<file path="config.mk">
export PLATFORM = sky130hd
export DESIGN_NAME = led_bar_animator_flat
export DESIGN_NICKNAME = d
export VERILOG_FILES = /design/src/rtl/led_bar_animator_if.sv /design/src/rtl/led_bar_animator.sv /design/src/flat_wrapper.sv
export SDC_FILE = /design/constraint.sdc
export NUM_CORES = 1
export LEC_CHECK = 0
export CAP_MARGIN = 40
export CORE_MARGIN = 2
export CORE_UTILIZATION = 47
export DETAILED_ROUTE_END_ITERATION = 10
export GPL_ROUTABILITY_DRIVEN = 0
export PLACE_DENSITY = 0.67
export SETUP_SLACK_MARGIN = 0.3
export SLEW_MARGIN = 20
export SYNTH_ARGS = -nofsm -noshare
export SYNTH_HDL_FRONTEND = slang
export SYNTH_SLANG_ARGS = --single-unit
export TNS_END_PERCENT = 30
</file>
<file path="constraint.sdc">
create_clock -name clk -period 2.33 [get_ports clk]
set_clock_uncertainty 0.05 [all_clocks]
set_input_delay 0.699 -clock clk [delete_from_list [all_inputs] [get_ports clk]]
set_output_delay 0.699 -clock clk [all_outputs]
set_load 0.02 [all_outputs]
</file>
<file path="src/rtl/led_bar_animator_if.sv">
// LED bar animator control/status bundle: pattern controls in, LED drive and step events out.
interface led_bar_animator_if #(
  parameter int WIDTH    = 8,
  parameter int PWM_BITS = 4
);
  logic                en;
  logic [1:0]          mode;
  logic [PWM_BITS-1:0] duty;
  logic [WIDTH-1:0]    out;
  logic                step_pulse;
  logic                cycle_done;

  modport master (
    output en, mode, duty,
    input  out, step_pulse, cycle_done
  );

  modport slave (
    input  en, mode, duty,
    output out, step_pulse, cycle_done
  );
endinterface

</file>
<file path="src/rtl/led_bar_animator.sv">
// WIDTH-LED bar animation engine: four patterns stepped every TICK_DIV clocks, leading LED
// PWM-dimmed by duty. All outputs registered.
//
// state      | meaning
// DIR_UP     | bounce pattern filling towards WIDTH
// DIR_DOWN   | bounce pattern draining towards 0
// PH_ON      | blink pattern showing all LEDs lit
// PH_OFF     | blink pattern showing all LEDs dark
module led_bar_animator #(
  parameter int WIDTH    = 8,
  parameter int TICK_DIV = 461,
  parameter int PWM_BITS = 4
) (
  input  logic                   clk,
  input  logic                   rst,
  led_bar_animator_if.slave      bus
);

  localparam int PSW = (TICK_DIV > 1) ? $clog2(TICK_DIV) : 1;
  localparam int LVW = $clog2(WIDTH + 1);
  localparam int POW = (WIDTH > 1) ? $clog2(WIDTH) : 1;

  localparam logic [PSW-1:0] PS_LAST = PSW'(TICK_DIV - 1);
  localparam logic [LVW-1:0] LV_MAX  = LVW'(WIDTH);
  localparam logic [LVW-1:0] LV_ONE  = LVW'(1);
  localparam logic [POW-1:0] PO_MAX  = POW'(WIDTH - 1);

  typedef enum logic [1:0] {
    M_BOUNCE = 2'd0,
    M_CHASE  = 2'd1,
    M_FILL   = 2'd2,
    M_BLINK  = 2'd3
  } mode_e;

  typedef enum logic {DIR_UP = 1'b0, DIR_DOWN = 1'b1} dir_e;
  typedef enum logic {PH_OFF = 1'b0, PH_ON = 1'b1}    phase_e;

  logic [PSW-1:0]      presc_q, presc_d;
  logic [PWM_BITS-1:0] pwm_q, pwm_d;
  logic [LVW-1:0]      lvl_q, lvl_d;
  logic [POW-1:0]      pos_q, pos_d;
  dir_e                dir_q, dir_d;
  phase_e              phase_q, phase_d;
  mode_e               mode_q, mode_d;
  logic                mode_vld_q, mode_vld_d;
  logic [WIDTH-1:0]    out_q, out_d;
  logic                step_q, step_d;
  logic                done_q, done_d;

  mode_e mode_in;
  mode_e mode_cur;
  logic  mode_chg;
  logic  tick;
  logic  pwm_on;

  always_ff @(posedge clk or posedge rst) begin
    if (rst) begin
      presc_q    <= '0;
      pwm_q      <= '0;
      lvl_q      <= LV_ONE;
      pos_q      <= '0;
      dir_q      <= DIR_UP;
      phase_q    <= PH_ON;
      mode_q     <= M_BOUNCE;
      mode_vld_q <= 1'b0;
      out_q      <= '0;
      step_q     <= 1'b0;
      done_q     <= 1'b0;
    end else begin
      presc_q    <= presc_d;
      pwm_q      <= pwm_d;
      lvl_q      <= lvl_d;
      pos_q      <= pos_d;
      dir_q      <= dir_d;
      phase_q    <= phase_d;
      mode_q     <= mode_d;
      mode_vld_q <= mode_vld_d;
      out_q      <= out_d;
      step_q     <= step_d;
      done_q     <= done_d;
    end
  end

  // mode_q only becomes meaningful one clock after reset; until then the live input is
  // the selected mode, so the first clock never counts as a mode change.
  always_comb begin
    mode_in  = mode_e'(bus.mode);
    mode_cur = mode_vld_q ? mode_q : mode_in;
    mode_chg = mode_vld_q && (mode_in != mode_q);
    tick     = bus.en && (presc_q == PS_LAST);

    presc_d    = presc_q;
    pwm_d      = pwm_q + 1'b1;
    lvl_d      = lvl_q;
    pos_d      = pos_q;
    dir_d      = dir_q;
    phase_d    = phase_q;
    mode_d     = mode_in;
    mode_vld_d = 1'b1;
    step_d     = 1'b0;
    done_d     = 1'b0;

    if (mode_chg) begin
      presc_d = '0;
      lvl_d   = LV_ONE;
      pos_d   = '0;
      dir_d   = DIR_UP;
      phase_d = PH_ON;
    end else if (bus.en) begin
      presc_d = tick ? '0 : presc_q + 1'b1;
      if (tick) begin
        step_d = 1'b1;
        case (mode_cur)
          M_BOUNCE: begin
            if (dir_q == DIR_UP) begin
              lvl_d = lvl_q + 1'b1;
              if (lvl_q == LV_MAX - 1'b1) dir_d = DIR_DOWN;
              if (lvl_q == '0) done_d = 1'b1;
            end else begin
              lvl_d = lvl_q - 1'b1;
              if (lvl_q == LV_ONE) dir_d = DIR_UP;
            end
          end
          M_CHASE: begin
            if (pos_q == PO_MAX) begin
              pos_d  = '0;
              done_d = 1'b1;
            end else begin
              pos_d = pos_q + 1'b1;
            end
          end
          M_FILL: begin
            lvl_d = (lvl_q >= LV_MAX) ? '0 : lvl_q + 1'b1;
            if (lvl_q == '0) done_d = 1'b1;
          end
          M_BLINK: begin
            phase_d = (phase_q == PH_ON) ? PH_OFF : PH_ON;
            if (phase_q == PH_OFF) done_d = 1'b1;
          end
          default: ;
        endcase
      end
    end
  end

  // Output image is built from the current state, so LEDs follow a step one clock later.
  always_comb begin
    pwm_on = (bus.duty == '1) || (pwm_q < bus.duty);
    out_d  = '0;
    if (bus.en) begin
      case (mode_cur)
        M_CHASE: out_d[pos_q] = pwm_on;
        M_BLINK: out_d = (phase_q == PH_ON) ? '1 : '0;
        default: begin
          for (int i = 0; i < WIDTH; i++) begin
            out_d[i] = (i < int'(lvl_q)) && ((i != int'(lvl_q) - 1) || pwm_on);
          end
        end
      endcase
    end
  end

  assign bus.out        = out_q;
  assign bus.step_pulse = step_q;
  assign bus.cycle_done = done_q;

endmodule

</file>
<file path="src/flat_wrapper.sv">
// flat-port wrapper written by rule: the top's interface ports become plain ports
module led_bar_animator_flat 
#(
  parameter int WIDTH    = 8,
  parameter int TICK_DIV = 461,
  parameter int PWM_BITS = 4
)
  (clk, rst, bus_en, bus_mode, bus_duty, bus_out, bus_step_pulse, bus_cycle_done);
  led_bar_animator_if #(.WIDTH(WIDTH), .PWM_BITS(PWM_BITS)) bus_i ();
  input  logic clk;
  input  logic rst;
  input wire logic [$bits(bus_i.en)-1:0] bus_en;
  input wire logic [$bits(bus_i.mode)-1:0] bus_mode;
  input wire logic [$bits(bus_i.duty)-1:0] bus_duty;
  output wire logic [$bits(bus_i.out)-1:0] bus_out;
  output wire logic [$bits(bus_i.step_pulse)-1:0] bus_step_pulse;
  output wire logic [$bits(bus_i.cycle_done)-1:0] bus_cycle_done;
  assign bus_i.en = bus_en;
  assign bus_i.mode = bus_mode;
  assign bus_i.duty = bus_duty;
  assign bus_out = bus_i.out;
  assign bus_step_pulse = bus_i.step_pulse;
  assign bus_cycle_done = bus_i.cycle_done;
  led_bar_animator #(.WIDTH(WIDTH), .TICK_DIV(TICK_DIV), .PWM_BITS(PWM_BITS)) u_core (.clk(clk), .rst(rst), .bus(bus_i));
endmodule
</file>
# == Word-level counts from Yosys, hierarchy flattened ==
# Index checks and enable logic that the tools add are counted.
# W data, S select, Z words.
# classes
add_sub_neg,6
n_lt_le_gt_ge,12
eq_ne,16
muxes,42
n_bitwise,1
reduce_logical,33
# op_table
operator,count
$ne A4 B32 Y1 const A,4
$ne A3 B32 Y1 const A,2
$ne A2 B32 Y1 const A,1
$reduce_bool A32 Y1,1
$mux W9,3
$mux W1,22
$mux W4,5
$lt A3 B4 Y1 const A,4
$mux W8,2
$pmux W8 S2,1
$mux W3,5
$reduce_and A3 Y1,4
$logic_and A1 B1 Y1,11
$reduce_bool A2 Y1,5
$add A9 B1 Y9 const B,1
$eq A9 B9 Y1 const B,1
$logic_or A1 B1 Y1,9
$add A4 B1 Y4 const B,2
$and A8 B8 Y8,1
$lt A1 B4 Y1 const A,2
$lt A2 B4 Y1 const A,2
$pmux W4 S2,1
$sub A4 B1 Y5 const B,1
$eq A2 B2 Y1 const B,2
other kinds (18),18
# totals
regBits,35
input_bits,9
out_inout_bits,10
word_cells,121

# == Logic depth before layout (Yosys ltp) ==
# depth
depth_word,7
mapped_depth,8
depth_no_buf,7

# == Worst setup path before layout ==
# Ideal clock, no wire load.
# synth_timing
path_kind,input to register
start,input bus_duty[3]
end,"register u_core.out_q[1], in the netlist u_core.bus.out[1]"
setup_time_ps,94
t_arrival_ps,1918
t_required_ps,2186
setup_slack_ps,268
stages,7
n_path_buf,1
path_cell_list,inv_1 -> ha_1 -> a21oi_1 -> o21a_1 -> clkbuf_1 -> o21ai_0 -> a211oi_1
# synth_between
elab_chain_len,6
word_cells_on_any_way,8
classes_between,order compare: 1; eq/ne: 1; mux: 2; bitwise: 1; reduce/logical: 3
# synth_rtl
element,line,rtl
start: declaration,flat_wrapper.sv:14,input wire logic [$bits(bus_i.duty)-1:0] bus_duty;
$lt A4 B4 Y1 / $eq A4 B4 Y1 (equally long branches),led_bar_animator.sv:148,pwm_on = (bus.duty == '1) || (pwm_q < bus.duty);
$logic_or A1 B1 Y1 (*),led_bar_animator.sv:148,
$logic_or A1 B1 Y1,led_bar_animator.sv:156,out_d[i] = (i < int'(lvl_q)) && ((i != int'(lvl_q) - 1) || pwm_on);
$logic_and A1 B1 Y1,led_bar_animator.sv:156,
$pmux W8 S2 (*),led_bar_animator.sv:151,case (mode_cur)
$mux W8 (*),led_bar_animator.sv:150,if (bus.en) begin
named net u_core.out_d[1],led_bar_animator.sv:46,"logic [WIDTH-1:0] out_q, out_d;"
end signal: assignment,led_bar_animator.sv:78,out_q <= out_d;
end: declaration,led_bar_animator.sv:46,
# Mark *: on every way through the listed nets, which the timed path passes. The rest lies on a longest branch.
# A chain may end at the register's enable or synchronous reset.

# == Worst setup path in the final report ==
# layout_timing
start,input bus_mode[0]
end,register u_core.pos_q[0]
# layout_between
elab_chain_len,4
word_cells_on_any_way,9
classes_between,eq/ne: 2; mux: 2; reduce/logical: 5
# layout_rtl
element,line,rtl
start: declaration,flat_wrapper.sv:13,input wire logic [$bits(bus_i.mode)-1:0] bus_mode;
$mux W2 / $ne A2 B2 Y1 (equally long branches),"led_bar_animator.sv:88, led_bar_animator.sv:89",
$eq A2 B1 Y1 / $logic_and A1 B1 Y1 (equally long branches),"led_bar_animator.sv:113, led_bar_animator.sv:89",
$reduce_bool A2 Y1 (no line),-,
$reduce_and A3 Y1 (no line),-,
end signal: assignment,led_bar_animator.sv:73,pos_q <= pos_d;
end: declaration,led_bar_animator.sv:41,"logic [POW-1:0] pos_q, pos_d;"
# Several ways; a longest one is shown, not always the timed one.

==> Flow_metrics.wiki <==
{| class="wikitable"
! Metric !! Value
|-
| Final Max Slew Viols || 0
|-
| Average vias per placed instance || 5.61
|-
| Worst ir drop on vdd || 0.286 mV
|-
| Clock latency on the worst-skew pair || 290 ps
|-
| Via count of the first global-routing pass || 1842
|-
| Worst path slowest cell || sky130_fd_sc_hd__or4_1
|-
| Total Wirelength || 5.09 mm
|-
| Number of distinct library cells after synthesis || 46
|-
| Global-route wire length before repair || 8.45 mm
|-
| Height of the die || 73.0 microns
|-
| Average size of a mapped cell || 8.59 sq um
|-
| Std-Cell Core Area || 4660 sq um
|-
| Worst hold path stage count || 1
|-
| Full die area || 5320 sq um
|-
| Max-cap violations || 0
|-
| Primary flip-flop cell chosen by synthesis mapping || sky130_fd_sc_hd__dfrtp_1
|-
| Largest delay share family, worst path || simple AND/OR/NAND/NOR gates
|-
| Total global routing track utilization || 20.4%
|-
| Die width || 73.0 microns
|-
| R2R cell count || 6
|-
| Adder-cell share of the synthesized area || 7.84%
|-
| Proportion of synthesized chip area in sequential cells || 39.3%
|-
| Critical Path Sink Type || flip-flop
|-
| Clock tree from TritonCTS || built
|-
| Number of stages on the worst setup path || 6
|-
| Syn-to-layout area delta || 28.6%
|-
| Clock-pin slew of the registers on the worst-case setup and hold paths || 70 ps
|-
| Class of the most critical hold timing path || reg -> reg
|-
| Boundary pin count || 19
|-
| Starting density of the core || 47.9%
|-
| HPWL after detailed placement || 3.55 mm
|-
| Count of filler cells inserted in the layout || 418
|-
| Synthesized-area fraction occupied by and/or/nand/nor cells || 22.6%
|-
| Total non-filler cell area in the finished layout || 2870 sq um
|-
| Post-layout net count || 325
|-
| Area of combinational cells with multiple inputs || 1320 sq um
|-
| Library cell occupying the most area in the post-synthesis netlist || sky130_fd_sc_hd__dfrtp_1
|-
| Outcome || complete, no violations
|-
| Maximum number of buffers from clock root to sink || 2
|-
| Final-report hold violation count || 0
|-
| Clock tree root buffer cell || sky130_fd_sc_hd__clkbuf_8
|-
| Netlist area before placement || 2230 sq um
|-
| Critical path data arrival time || 2170 ps
|-
| Clock sink total || 35
|-
| Gr ovfl total || 0
|-
| Hold Slack || 433 ps
|-
| CP Max Fanout || 5
|-
| XOR/XNOR share of the synthesized area || 3.92%
|-
| Wirelength per Cell || 14.2 microns
|-
| Setup TNS || 0 ps
|-
| Cell types occupying the most area after synthesis || sky130_fd_sc_hd__dfrtp_1, sky130_fd_sc_hd__ha_1, sky130_fd_sc_hd__nand2_1
|-
| Number of buffers inserted by port buffering || 18
|-
| Unrepaired setup endpoints after global routing || true
|-
| Register bit count reported by yosys || 35
|-
| Placement row count || 25
|-
| Fmax achieved || 499 MHz
|-
| Total placed instance area || 2650 sq um
|-
| Residual DRC || 0
|-
| Vias || 2004
|-
| Gate count of the mapped netlist || 260
|-
| Share of synthesized area spent on multiplexers || 1.46%
|-
| Count of warnings emitted by yosys || 0
|-
| Num CTS Buffers || 5
|-
| Crit start category || input port
|-
| Library cell with the highest instance count after synthesis || sky130_fd_sc_hd__dfrtp_1
|-
| Antenna violations before repair || 0
|-
| Tot Pwr || 1.45 mW
|-
| Area fraction in compound gates after synthesis || 19.8%
|-
| Time the worst path needs with I/O delays and setup || 2010 ps
|-
| Layout cells sized above 1 || 18.5%
|-
| Maximum number of pins on one net before global-route repair || 36
|-
| Maximum level of the CTS H-tree || 2
|-
| Area fraction of the dominant cell type after synthesis || 37.0%
|-
| Largest incremental delay on the critical path || 480 ps
|-
| Endpoint required time on the critical path || 2490 ps
|-
| Dominant combinational cell family by area after synthesis || simple AND/OR/NAND/NOR gates
|-
| PD cells || 504 nW/um^2
|-
| Diode insertion count for antenna repair || 0
|-
| # setup viols final || 0
|-
| Count of flip-flops with a built-in enable after synthesis || 0
|-
| Asr flop ratio synth || 100%
|-
| Final worst path period share || 86.1%
|-
| Final cell utilization of the core || 61.7%
|-
| Top cells by count, synth || sky130_fd_sc_hd__dfrtp_1, sky130_fd_sc_hd__nand2_1, sky130_fd_sc_hd__nor2_1
|-
| Number of buffer and inverter stages on the critical path || 2
|-
| Sequence of cells on the critical path || dlygate4sd2_1 > nor2b_1 > o2bb2ai_1 > inv_1 > or4_1 > a21oi_1
|-
| Area used by sequential logic in the layout || 878 sq um
|-
| Post-synth net total || 283
|-
| Crit path kind || in -> reg
|-
| Total iterations of the first detailed-routing run || 4
|-
| Number of nets still failing antenna checks after routing || 0
|-
| Static power due to leakage || 1.28 nW
|-
| Starting DRC count in detailed routing || 200
|}
registers in the layout, summed over array words and instances (netlist names):
register and count:
u_core.bus.cycle_done 1, u_core.bus.out 8, u_core.bus.step_pulse 1, u_core.dir_q 1
u_core.lvl_q 4, u_core.mode_q 2, u_core.mode_vld_q 1, u_core.phase_q 1
u_core.pos_q 3, u_core.presc_q 9, u_core.pwm_q 4
metrics by stage:
step                cells  setup slack, ps
floorplan             260              298
global placement      346             -184
detailed placement    346             -210
CTS                   355              276
global route          357              208
finish                357              324
worst reg2reg max path, stage by stage (launching register included):
cell,delay (ps)
sky130_fd_sc_hd__dfrtp_1,460
sky130_fd_sc_hd__inv_1,90
sky130_fd_sc_hd__ha_1,150
sky130_fd_sc_hd__nand4bb_1,130
sky130_fd_sc_hd__or3_4,380
sky130_fd_sc_hd__or4_1,530
sky130_fd_sc_hd__o31ai_1,80
final timing paths:
check | startpoint | end | slack (ps)
worst max-delay path | bus_mode[0] | u_core.pos_q[0]$_DFFE_PP0P_ | 320
worst min-delay path | u_core.pwm_q[3]$_DFF_PP0_ | u_core.pwm_q[3]$_DFF_PP0_ | 430
worst max register to register | u_core.presc_q[0]$_DFFE_PP0P_ | u_core.lvl_q[1]$_DFFE_PP0P_ | 370
worst min register to register | u_core.pwm_q[3]$_DFF_PP0_ | u_core.pwm_q[3]$_DFF_PP0_ | 430
max in group asynchronous | rst | u_core.phase_q$_DFFE_PP1P_ | 1130
min in group asynchronous | rst | u_core.pwm_q[1]$_DFF_PP0_ | 760
power breakdown:
| group | internal (mW) | leakage, nW | total [mW] | switching, mW |
|---|---|---|---|---|
| logic | 0.103 | 0.753 | 0.225 | 0.122 |
| clock network | 0.346 | 0.0612 | 0.570 | 0.224 |
| registers | 0.630 | 0.461 | 0.653 | 0.0234 |
| total | 1.08 | 1.28 | 1.45 | 0.368 |
timing repair:
| item | CTS | global route |
|---|---|---|
| resized for setup | 20 | 3 |
| pin swaps | 13 | 1 |
| cloned | 1 | 0 |
| setup buffers | 0 | 2 |
| hold endpoints to repair | 0 | 0 |
| hold buffers | 0 | 0 |
| setup endpoints to repair | 23 | 17 |
logic make-up after synthesis:
logic type,Yosys count
AND/OR/NAND/NOR,100
adder cells (fa/ha/maj),14
buffers and inverters,29
other,1
AO/OA/AOI/OAI,68
flip-flops,35
multiplexers,3
XOR/XNOR,10
layout make-up:
cell class | instances | area share (%)
repair buffers | 48 | 15.0
well taps | 54 | 2.35
flip-flops and latches | 35 | 30.6
inverters | 16 | 2.09
clock inverters | 2 | 1.22
clock buffers | 6 | 2.87
multi-input cells | 196 | 45.9
placed cells by master, fill, tap and decap left out, types with 3 or more instances in the layout:
master / instances
sky130_fd_sc_hd__and3_1: 4
sky130_fd_sc_hd__nor3_1: 6
sky130_fd_sc_hd__ha_1: 13
sky130_fd_sc_hd__a311oi_1: 4
sky130_fd_sc_hd__nand2b_1: 4
sky130_fd_sc_hd__nand3_1: 8
sky130_fd_sc_hd__nor2_1: 20
sky130_fd_sc_hd__o21ai_0: 15
sky130_fd_sc_hd__dlygate4sd2_1: 6
sky130_fd_sc_hd__clkdlybuf4s50_1: 12
sky130_fd_sc_hd__clkbuf_8: 6
sky130_fd_sc_hd__a31oi_1: 3
sky130_fd_sc_hd__nand2_1: 29
sky130_fd_sc_hd__buf_4: 28
sky130_fd_sc_hd__nor2b_1: 7
sky130_fd_sc_hd__nand4_1: 3
sky130_fd_sc_hd__o211ai_1: 3
sky130_fd_sc_hd__and2_1: 3
sky130_fd_sc_hd__inv_1: 16
sky130_fd_sc_hd__and4_1: 3
sky130_fd_sc_hd__dfrtp_1: 33
sky130_fd_sc_hd__a21oi_1: 17
sky130_fd_sc_hd__o31ai_1: 5
sky130_fd_sc_hd__xor2_1: 8
routing by layer:
| metal | routed length (microns) | GRT usage, % | part of all wire (%) | vias to the layer above |
|---|---|---|---|---|
| met4 | 38 | 5.76 | 0.75 | 0 |
| met1 | 2470 | 27.8 | 49 | 948 |
| met3 | 179 | 4.14 | 3.5 | 4 |
| li1 | - | - | - | 1007 |
| met2 | 2400 | 32.9 | 47 | 45 |
| met5 | 0 | 0 | 0 | - |
Power figures use the tool's default switching activity.
